--- src/rtl/tt_sweep_pkg.sv ---
// Shared types and default-configuration constants for the truth-table sweeper.
// Latency: n/a (declarations only).
// Backpressure: n/a.
//
// N_VEC / CNT_W describe the default build (5 inputs, 2-cycle hold). Modules
// recompute their own widths from their parameters so that non-default
// instances stay consistent.
package tt_sweep_pkg;

    localparam int N_IN_DEF    = 5;
    localparam int N_FN_DEF    = 4;
    localparam int HOLD_DEF    = 2;

    localparam int N_VEC       = 2 ** N_IN_DEF;
    localparam int CNT_W       = (HOLD_DEF > 1) ? $clog2(HOLD_DEF) : 1;

    typedef enum logic [1:0] {
        IDLE  = 2'd0,
        SWEEP = 2'd1,
        DONE  = 2'd2
    } state_t;

    // Width of a field indexing n items, never narrower than one bit.
    function automatic int width_of(input int n);
        return (n > 1) ? $clog2(n) : 1;
    endfunction

endpackage

--- src/rtl/tt_mask_bank.sv ---
// Capture storage: one truth-table mask per function, bit j = value at vector j.
// Latency: write lands on the next clk edge; rd_mask is a combinational read.
// Backpressure: none; clr wins over wr_en, rd_sel beyond N_FN-1 reads 0.
//
// Ports: clk, rst (async, active-high), clr (zero all masks), wr_en/wr_idx/wr_dat
// (write bit wr_idx of every mask k with wr_dat[k]), rd_sel -> rd_mask.
module tt_mask_bank #(
    parameter int N_FN  = tt_sweep_pkg::N_FN_DEF,
    parameter int N_VEC = tt_sweep_pkg::N_VEC,
    parameter int IDX_W = tt_sweep_pkg::width_of(N_VEC),
    parameter int SEL_W = tt_sweep_pkg::width_of(N_FN)
) (
    input  logic             clk,
    input  logic             rst,
    input  logic             clr,
    input  logic             wr_en,
    input  logic [IDX_W-1:0] wr_idx,
    input  logic [N_FN-1:0]  wr_dat,
    input  logic [SEL_W-1:0] rd_sel,
    output logic [N_VEC-1:0] rd_mask
);

    logic [N_VEC-1:0] mask_q [N_FN];

    always_ff @(posedge clk or posedge rst) begin
        if (rst) begin
            for (int k = 0; k < N_FN; k++) mask_q[k] <= '0;
        end else if (clr) begin
            for (int k = 0; k < N_FN; k++) mask_q[k] <= '0;
        end else if (wr_en) begin
            for (int k = 0; k < N_FN; k++) mask_q[k][wr_idx] <= wr_dat[k];
        end
    end

    always_comb begin
        rd_mask = '0;
        if (int'(rd_sel) < N_FN) rd_mask = mask_q[rd_sel];
    end

endmodule

--- src/rtl/tt_sweeper.sv ---
// Truth-table sweeper: drives vectors 0..2^N_IN-1 onto a function block and
// captures one mask per function output, sampling after HOLD_CYCLES of settling.
// Latency: busy for 2^N_IN*HOLD_CYCLES cycles after start, then a 1-cycle done.
// Backpressure: none; start ignored unless IDLE, abort overrides sample and start.
//
// Ports: clk, rst (async, active-high), start, abort, vec_out (bit N_IN-1 = A),
// func_in (outputs under test), busy, done, rd_sel -> rd_mask (combinational).
// Optional self-check, enabled by defining TT_SWEEP_CHECK_EN: exp_mask (packed
// by function index), sticky mismatch, fail_idx / fail_fn of the first failure.
module tt_sweeper
    import tt_sweep_pkg::*;
#(
    parameter int N_IN        = N_IN_DEF,
    parameter int N_FN        = N_FN_DEF,
    parameter int HOLD_CYCLES = HOLD_DEF
) (
    input  logic                      clk,
    input  logic                      rst,
    input  logic                      start,
    input  logic                      abort,
    output logic [N_IN-1:0]           vec_out,
    input  logic [N_FN-1:0]           func_in,
    output logic                      busy,
    output logic                      done,
    input  logic [width_of(N_FN)-1:0] rd_sel,
    output logic [2**N_IN-1:0]        rd_mask
`ifdef TT_SWEEP_CHECK_EN
    ,
    input  logic [N_FN*2**N_IN-1:0]   exp_mask,
    output logic                      mismatch,
    output logic [N_IN-1:0]           fail_idx,
    output logic [width_of(N_FN)-1:0] fail_fn
`endif
);

    localparam int VEC_N    = 2 ** N_IN;
    localparam int CNT_BITS = width_of(HOLD_CYCLES);
    localparam int SEL_W    = width_of(N_FN);

    localparam logic [CNT_BITS-1:0] CNT_LAST = CNT_BITS'(HOLD_CYCLES - 1);
    localparam logic [N_IN-1:0]     IDX_LAST = {N_IN{1'b1}};

    state_t              state_q, state_d;
    logic [N_IN-1:0]     idx_q, idx_d;
    logic [CNT_BITS-1:0] cnt_q, cnt_d;
    logic                clr;
    logic                sample;

    always_ff @(posedge clk or posedge rst) begin
        if (rst) begin
            state_q <= IDLE;
            idx_q   <= '0;
            cnt_q   <= '0;
        end else begin
            state_q <= state_d;
            idx_q   <= idx_d;
            cnt_q   <= cnt_d;
        end
    end

    always_comb begin
        state_d = state_q;
        idx_d   = idx_q;
        cnt_d   = cnt_q;
        clr     = 1'b0;
        sample  = 1'b0;
        busy    = 1'b0;
        done    = 1'b0;
        case (state_q)
            IDLE: begin
                if (start && !abort) begin
                    state_d = SWEEP;
                    idx_d   = '0;
                    cnt_d   = '0;
                    clr     = 1'b1;
                end
            end
            SWEEP: begin
                busy = 1'b1;
                if (abort) begin
                    state_d = IDLE;
                    cnt_d   = '0;
                end else if (cnt_q == CNT_LAST) begin
                    // Inputs have been stable for HOLD_CYCLES; take the sample.
                    sample = 1'b1;
                    cnt_d  = '0;
                    // Terminal index is tested explicitly so idx never wraps.
                    if (idx_q == IDX_LAST) state_d = DONE;
                    else                   idx_d   = idx_q + 1'b1;
                end else begin
                    cnt_d = cnt_q + 1'b1;
                end
            end
            DONE: begin
                done    = 1'b1;
                state_d = IDLE;
            end
            default: state_d = IDLE;
        endcase
    end

    // vec_out is the index register itself, so it holds the last vector after a sweep.
    assign vec_out = idx_q;

    tt_mask_bank #(
        .N_FN  (N_FN),
        .N_VEC (VEC_N),
        .IDX_W (N_IN),
        .SEL_W (SEL_W)
    ) u_bank (
        .clk     (clk),
        .rst     (rst),
        .clr     (clr),
        .wr_en   (sample),
        .wr_idx  (idx_q),
        .wr_dat  (func_in),
        .rd_sel  (rd_sel),
        .rd_mask (rd_mask)
    );

`ifdef TT_SWEEP_CHECK_EN
    logic [VEC_N-1:0] exp_row [N_FN];
    logic [N_FN-1:0]  diff;
    logic [SEL_W-1:0] first_fn;

    for (genvar g = 0; g < N_FN; g++) begin : g_row
        assign exp_row[g] = exp_mask[g*VEC_N +: VEC_N];
    end

    always_comb begin
        diff = '0;
        for (int k = 0; k < N_FN; k++) diff[k] = func_in[k] ^ exp_row[k][idx_q];
    end

    // Scan high to low so the lowest failing function index is the one kept.
    always_comb begin
        first_fn = '0;
        for (int k = N_FN - 1; k >= 0; k--) begin
            if (diff[k]) first_fn = SEL_W'(k);
        end
    end

    always_ff @(posedge clk or posedge rst) begin
        if (rst) begin
            mismatch <= 1'b0;
            fail_idx <= '0;
            fail_fn  <= '0;
        end else if (clr) begin
            mismatch <= 1'b0;
            fail_idx <= '0;
            fail_fn  <= '0;
        end else if (sample && !mismatch && (|diff)) begin
            mismatch <= 1'b1;
            fail_idx <= idx_q;
            fail_fn  <= first_fn;
        end
    end
`endif

endmodule

--- config.mk ---
export PLATFORM = sky130hd
export DESIGN_NAME = tt_sweeper
export DESIGN_NICKNAME = d
export VERILOG_FILES = /design/src/rtl/tt_sweep_pkg.sv /design/src/rtl/tt_mask_bank.sv /design/src/rtl/tt_sweeper.sv
export SDC_FILE = /design/constraint.sdc
export NUM_CORES = 1
export LEC_CHECK = 0
export ABC_CLOCK_PERIOD_IN_PS = 5400
export CELL_PAD_IN_SITES_DETAIL_PLACEMENT = 0
export CELL_PAD_IN_SITES_GLOBAL_PLACEMENT = 2
export CORE_MARGIN = 2
export CORE_UTILIZATION = 32
export DETAILED_ROUTE_END_ITERATION = 16
export PLACE_DENSITY_LB_ADDON = 0.1
export SYNTH_ARGS = -nofsm -noshare
export SYNTH_HDL_FRONTEND = slang
export SYNTH_SLANG_ARGS = --single-unit
--- constraint.sdc ---
create_clock -name clk -period 5.4 [get_ports clk]
set_input_delay 1.08 -clock clk [delete_from_list [all_inputs] [get_ports clk]]
set_output_delay 1.08 -clock clk [all_outputs]
set_load 0.1 [all_outputs]
==> run summary, run 1 <==
The global-route met3 utilization is 0.0401. The most numerous cell in the Yosys netlist is dfrtp_1. The share of total power dissipated in sequential elements is 0.434.

Summed over all cells, the static leakage comes to roughly 3.4 nW. The number of setup violations in the final report came out at 0. Ranked by total cell area, the synthesized netlist is headed by dfrtp_1 (49%), mux4_2 (10%), o21ai_0 (7.0%), o211ai_1 (6.1%), mux2i_1 (4.1%). The root buffer cell chosen for the clock tree is clkbuf_16. The count of different cell masters after synthesis came out at 40. The wire length reported by the detailed router is approximately 21000 um. Buffers placed on the I/O ports in this run total 48. The fraction of final layout cells with drive strength greater than 1 is 0.175. The type of the most critical hold path is reg2reg. The antenna diode instance count came out at 0. The number of enable-type register cells in the synthesized netlist is 0.

The number of global-route vias before repair was ~5400. The starting density of the core came out at 0.328. Based on the critical path, the design can be clocked at up to 248 MHz. For the worst setup path, the data arrival time is 2950 ps.

The number of DRC markers after the initial detailed-route iteration is between 300 and 400. The flip-flop and latch count after synthesis came out at 136. The cell-internal power came out at about 1.8 mW. The worst clock skew is about 8.4 ps. Clock-pin slew was measured on the worst setup and hold paths at 60 ps. The ratio of total power to cell area came out at between 300 and 400 nW/um2.

The die boundary height came out at ~150 um. The CTS buffer count came out at 17. The delay of the slowest cell on the worst path is roughly 1200 ps.

The number of cells on the worst reg-to-reg path came out at 3. The hold violation count in the final report is 0. The global-route usage over all layers came out at 0.192. The fraction of synthesized cell area taken by the top area cell type is 0.492. The count of nets left with antenna violations after detail routing is 0. The largest voltage drop on the vdd net came out at approximately 0.00018 V.

The count of hold buffers inserted by post-cts repair came out at 0. The run finished with clean final reports. The count of warnings emitted by yosys came out at 0. The cell family contributing the most delay on the critical path is buffers and inverters. Dividing the final minimum period by the clock period gives 0.747. The final design area excluding fillers is 8050 um2. The tree built by TritonCTS fans out to between 100 and 150 sinks.

The combined buffer and inverter count along the critical path is 1. The synthesized instance count came out at ~650. Routability-driven placement finished with a final weighted congestion of 0.701. The overall via count from detail_route came out at 5366. The cell area reported after detailed placement is around 7500 um2. The count of final max-slew check failures is 0. The critical path runs through a total of 2 cells. TritonCTS built the clock tree. The critical setup path kind is reg2out. The transition time at the pin with the least slew margin came out at 1100 ps. The proportion of synthesized chip area in sequential cells came out at 0.492. Entering global routing, the biggest net connects 75 pins. The count of boundary I/O pins came out at a little under 50. The largest fanout on the critical path is 22. The clock group share of total power came out at 0.459.

The synthesized design spends more area on one cell type than any other, namely dfrtp_1. Setup repair after global routing left no endpoint under its margin. Of the total power, combinational logic draws 0.107.

Data on the critical path is required at its endpoint by approximately 4300 ps. The final critical-path required period came out at 4030 ps. The remaining global-route overflow came out at 0. The layout-stage area growth over the synthesis result came out at 16.5%.

The met1 usage in global routing is 0.265. The first detailed-routing pass took 5 iterations. The synthesized net count is roughly 660. The analysis attributes to net switching a power of about 0.65 mW. After synthesis, the mean cell area works out to around 11 um2.

STA classifies the critical path endpoint as a primary output. The worst setup path is launched from a flip-flop. In the final timing run, aggregate negative setup slack is 0 ps. The detailed-route DRC error count came out at 0. The post-CTS setup buffer count is 0. In the synthesized netlist the dominant register cell turns out to be dfrtp_1.

After floorplanning, the core was sized to cover roughly 21000 um2. Clock latency on the worst-skew pair, taken at its later pin, is approximately 420 ps. The total number of placement rows is between 50 and 60. The number of antenna violations at the first check in global routing came out at 0. The share of synthesized registers carrying an async set or reset is 1.00. In this run, post-CTS repair resized a total of 0 instances. In the final routed layout, each cell accounts on average for around 22 um. The critical path goes through nor2b_1 -> clkdlybuf4s50_1. Counting along the longest clock path gives a buffer depth of 2. Once routing completed, OpenROAD measured the worst setup slack at 1370 ps.

The global routing usage on met2 is 0.307. The first global-routing pass estimated 32700 um of wire. In this run the tightest slew margin relative to its limit is 0.259. The slowest cell on the critical path is clkdlybuf4s50_1. Dividing the detail-routed via count by the number of cells gives around 5.7. The HPWL after detailed placement came out at ~12000 um.

The number of max-capacitance violations reported is 0. The number of cells on the worst hold path is 2. The total die area is around 23000 um2. The switching portion of total power is 0.267. The die outline width came out at around 150 um. The final-stage net count came out at roughly 670. After synthesis the cells add up to between 6000 and 7000 um2.

By count the netlist is led by dfrtp_1 (136), o21ai_0 (96), nand2_1 (73), o211ai_1 (56). The worst reg-to-reg setup slack came out at around 2700 ps. The count of H-tree levels built during CTS came out at 4. The layer flagged by global routing as most heavily used is met2. At the placement stage, the worst setup path has a slack of between 1000 and 1500 ps.
final cells by class:
cell class / instances / area [um2]
clock buffer: 26 / 509
timing repair buffer: 65 / 523
fill: 2103 / 13000
sequential: 136 / 3400
multi-input combinational: 433 / 3210
tap: 275 / 344
clock inverter: 3 / 40.0
inverter: 5 / 21.3
worst min-delay path: stages, from the launching register on:
cell	delay [ps]
dfrtp_1	370
nand2_1	60
mux2i_1	60
layer usage:
layer  vias to the layer above  routed length [um]
met5                         -                   0
met4                         0                 291
met3                        19                 794
met2                       122               10000
met1                      2809                9530
li1                       2416                   -
power by group through the flow:
stage               registers [mW]  logic (mW)  clock network [mW]
floorplan                     1.09       0.159                   0
global placement              1.08       0.265                   0
detailed placement            1.08       0.267                   0
CTS                           1.06       0.268                1.15
global route                  1.06       0.281                1.19
finish                        1.06       0.260                1.12
worst paths after layout:
path,startpoint,to
max,state_q[0],busy
min,u_bank.mask_q[5],u_bank.mask_q[5]
max reg2reg,cnt_q,u_bank.mask_q[58]
min reg2reg,u_bank.mask_q[5],u_bank.mask_q[5]
max in group asynchronous,rst,u_bank.mask_q[35]
min in group asynchronous,rst,vec_out[4]
per-stage QoR:
stage	utilization	total power, mW	hold WS, ps	cells
5_1_grt	0.382	2.53	548	943
3_3_place_gp	0.356	1.34	506	914
3_5_place_dp	0.356	1.34	516	914
6_report	0.382	2.44	523	943
2_1_floorplan	-	1.25	489	649
4_1_cts	0.382	2.47	527	943
cells in the final DEF, fill, tap and decap left out, types with 4 or more instances in the layout:
master	synthesis	routed
o21ai_1	8	8
nand4bb_1	7	7
o211ai_1	56	56
nand2_1	73	73
nor2_1	8	8
nand3_1	48	48
clkbuf_8	0	5
clkdlybuf4s50_1	0	15
mux2i_1	28	28
clkbuf_16	0	17
o21ai_0	96	96
and4b_1	5	5
clkbuf_1	48	4
nand4b_1	5	5
mux4_2	32	32
ha_1	5	5
a21oi_1	24	24
inv_1	5	4
dfrtp_1	136	136
and4_1	4	4
nor2b_1	5	5
buf_4	0	49
registers in the layout, summed over array words and instances, names as in the netlist:
signal         count
state_q            2
u_bank.mask_q    128
cnt_q              1
vec_out            5
kinds of logic after synthesis:
kind of cell,Yosys count,synth area share
muxes,61,0.146
DFF,136,0.492
AOI/OAI and AO/OA,188,0.160
buffers and inverters,80,0.0487
and+or+nand+nor,179,0.144
adders and majority gates,5,0.00905
Power figures use the tool's default switching activity.
==> run 2: changes to the inputs <==
--- a/config.mk
+++ b/config.mk
@@ -5,7 +5,7 @@
 export SDC_FILE = /design/constraint.sdc
 export NUM_CORES = 1
 export LEC_CHECK = 0
-export ABC_CLOCK_PERIOD_IN_PS = 5400
+export ABC_CLOCK_PERIOD_IN_PS = 3560
 export CELL_PAD_IN_SITES_DETAIL_PLACEMENT = 0
 export CELL_PAD_IN_SITES_GLOBAL_PLACEMENT = 2
 export CORE_MARGIN = 2
==> constraint.sdc (replaced) <==
create_clock -name clk -period 3.56 [get_ports clk]
set_input_delay 0.712 -clock clk [delete_from_list [all_inputs] [get_ports clk]]
set_output_delay 0.712 -clock clk [all_outputs]
set_load 0.1 [all_outputs]
==> run 2 against run 1 <==
Compared with the run above: sequential cell count stayed put; final cell count is 1.9% higher; critical path depth is 2 higher; design area is 7.6% higher; setup slack worse by 730 ps; highest routed layer unchanged.
==> run summary, run 2 (synthesis gave the netlist of run 1 again) <==
The standby leakage power is 3.67 nW. Input and output buffers added on the ports amount to 48. The most common library cell in the layout ignoring fill and taps is dfrtp_1. The tree built by TritonCTS fans out to 136 sinks. The wire length reported by the detailed router is between 20000 and 25000 um. The HPWL after detailed placement is between 10000 and 15000 um. The count of cells resized by post-cts repair came out at 0. The register with the most flip-flops in the layout has 128 of them. The worst-skew pair later-pin latency came out at approximately 420 ps. The largest voltage drop on the vdd net is around 0.00029 V. The total number of placement rows is 53. The cell chosen for the clock root is clkbuf_16. For flop-to-flop paths, the worst setup slack is 1180 ps. Walking the worst path, the cells encountered are clkdlybuf4s50_1 -> buf_4 -> mux4_2 -> buf_12. The register with the most flip-flops is u_bank.mask_q.

The ratio of total power to cell area is ~450 nW/um2. The post-CTS setup buffer count came out at 0. The number of iterations in the first detailed-routing pass is 7. The relative slew slack is 0.407.

The number of antenna violations at the first check in global routing came out at 0. The core region is ~21000 um2. The number of max-capacitance violations reported came out at 0. Relative to the synthesized area, the layout overhead comes to 25.3%.

The congestion estimate from routability-driven global placement came to 0.744. The number of DRC markers after the initial detailed-route iteration came out at 320. The transition time at the pin with the least slew margin came out at a little under 900 ps. The final-stage net count is just under 700. The total die area is around 23000 um2. The first global-routing pass estimated ~33000 um of wire. Data on the critical path is required at its endpoint by between 2000 and 3000 ps. The flow ran to the end, and the final reports show no timing, DRC or antenna violations. The antenna diode instance count is 0.

For this run, the slowest stage of the critical path takes approximately 560 ps. In the global route stage, overall resource usage came out at 0.191. The part of the cycle the worst path needs came out at 0.821. The worst clock skew is 8.41 ps. The data arrival time of the critical path is between 2000 and 2500 ps. The remaining global-route overflow is 0. The min-delay analysis places its worst path in the category reg2reg. The achievable clock frequency is 342 MHz. The largest net degree at the start of global routing came out at 45. The number of setup violations in the final report came out at 0. Fill cells in the final layout number 2036. The die outline width came out at roughly 150 um. The detailed-route DRC error count came out at 0. Setup repair after global routing left no endpoint under its margin.

The count of boundary I/O pins is between 40 and 50. The routed wire length per instance came out at 21.3 um. The largest fanout on the critical path is 18. The die boundary height is roughly 150 um. In this run the deepest clock path goes through 2 buffers. The post-route setup TNS is 0 ps.

STA classifies the critical path startpoint as an input port. The critical path is of the in2out type. The count of hold buffers inserted by post-cts repair is 0. The number of global-route vias before repair is between 5000 and 6000.

The overall via count from detail_route came out at 5418. The count of nets left with antenna violations after detail routing came out at 0. STA classifies the critical path endpoint as a primary output. The count of final max-slew check failures came to 0. The count of H-tree levels built during CTS came out at 4.

The starting density of the core came out at 0.328. The final critical-path required period is slightly below 3000 ps. The via density per instance is around 5.6.

The fraction of final layout cells with drive strength greater than 1 came out at 0.208. The clock transition time at the flip-flop clock pins of the worst setup and hold paths came out at ~60 ps. Among all stages on the critical path, the largest delay is contributed by clkdlybuf4s50_1.

The CTS buffer count is 17. The hold violation count in the final report came to 0. In the layout the commonest cells are dfrtp_1 (136), o21ai_0 (96), nand2_1 (73).

The worst hold slack across all endpoints came out at 519 ps. TritonCTS built the clock tree.
==> run 2: cell types whose count changed in the layout (fill, tap and decap cells not counted), sizes merged, moves of 2 or more <==
cell | before | now
buf | 50 | 72
bufinv | 1 | 3
clkdlybuf4s50 | 15 | 8
clkinv | 2 | 4
==> run 2: metrics by stage <==
| stage | cell area, um2 | worst slack [ps] | instances | utilization | total power, mW |
|---|---|---|---|---|---|
| global placement | 8040 | 647 | 929 | 0.381 | 2.05 |
| global route | 8660 | 599 | 961 | 0.411 | 4.03 |
| CTS | 8660 | 625 | 961 | 0.411 | 3.92 |
| floorplan | 6920 | 644 | 649 | - | 1.89 |
| detailed placement | 8040 | 634 | 929 | 0.381 | 2.05 |
| finish | 8660 | 637 | 961 | 0.411 | 3.88 |
==> run 2: final cells by class <==
class,count,area (um2),area share
Inverter,5,22.5,0.00260
Sequential cell,136,3400,0.393
Clock inverter,7,114,0.0131
Tap cell,275,344,0.0397
Clock buffer,25,505,0.0584
Multi-Input combinational cell,433,3200,0.370
Timing Repair Buffer,80,1070,0.123
==> run 2: final timing paths <==
kind,end,depth (start not counted),start
setup / recovery,rd_mask[11],4,rd_sel[0]
hold / removal,u_bank.mask_q[68],2,u_bank.mask_q[68]
setup reg to reg,u_bank.mask_q[2],4,vec_out[3]
hold reg to reg,u_bank.mask_q[68],2,u_bank.mask_q[68]
max in group asynchronous,u_bank.mask_q[6],3,rst
min in group asynchronous,vec_out[2],2,rst
==> run 2: per-layer routing <==
metal / routed length, um / track usage
met5: 0 / 0
met4: 208 / 0.0472
met3: 675 / 0.0386
met2: 10300 / 0.317
met1: 9310 / 0.258
==> run 2: critical path, delay by kind of cell <==
| kind | cells | cell delay, ps |
|---|---|---|
| muxes | 1 | 400 |
| buffers and inverters | 3 | 1070 |
==> run 2: where the power goes <==
part           switching [mW]  internal (mW)  total (mW)
sequential             0.0232           1.57        1.59
clock                   0.663           1.19        1.86
combinational           0.311          0.121       0.432
total                   0.997           2.88        3.88
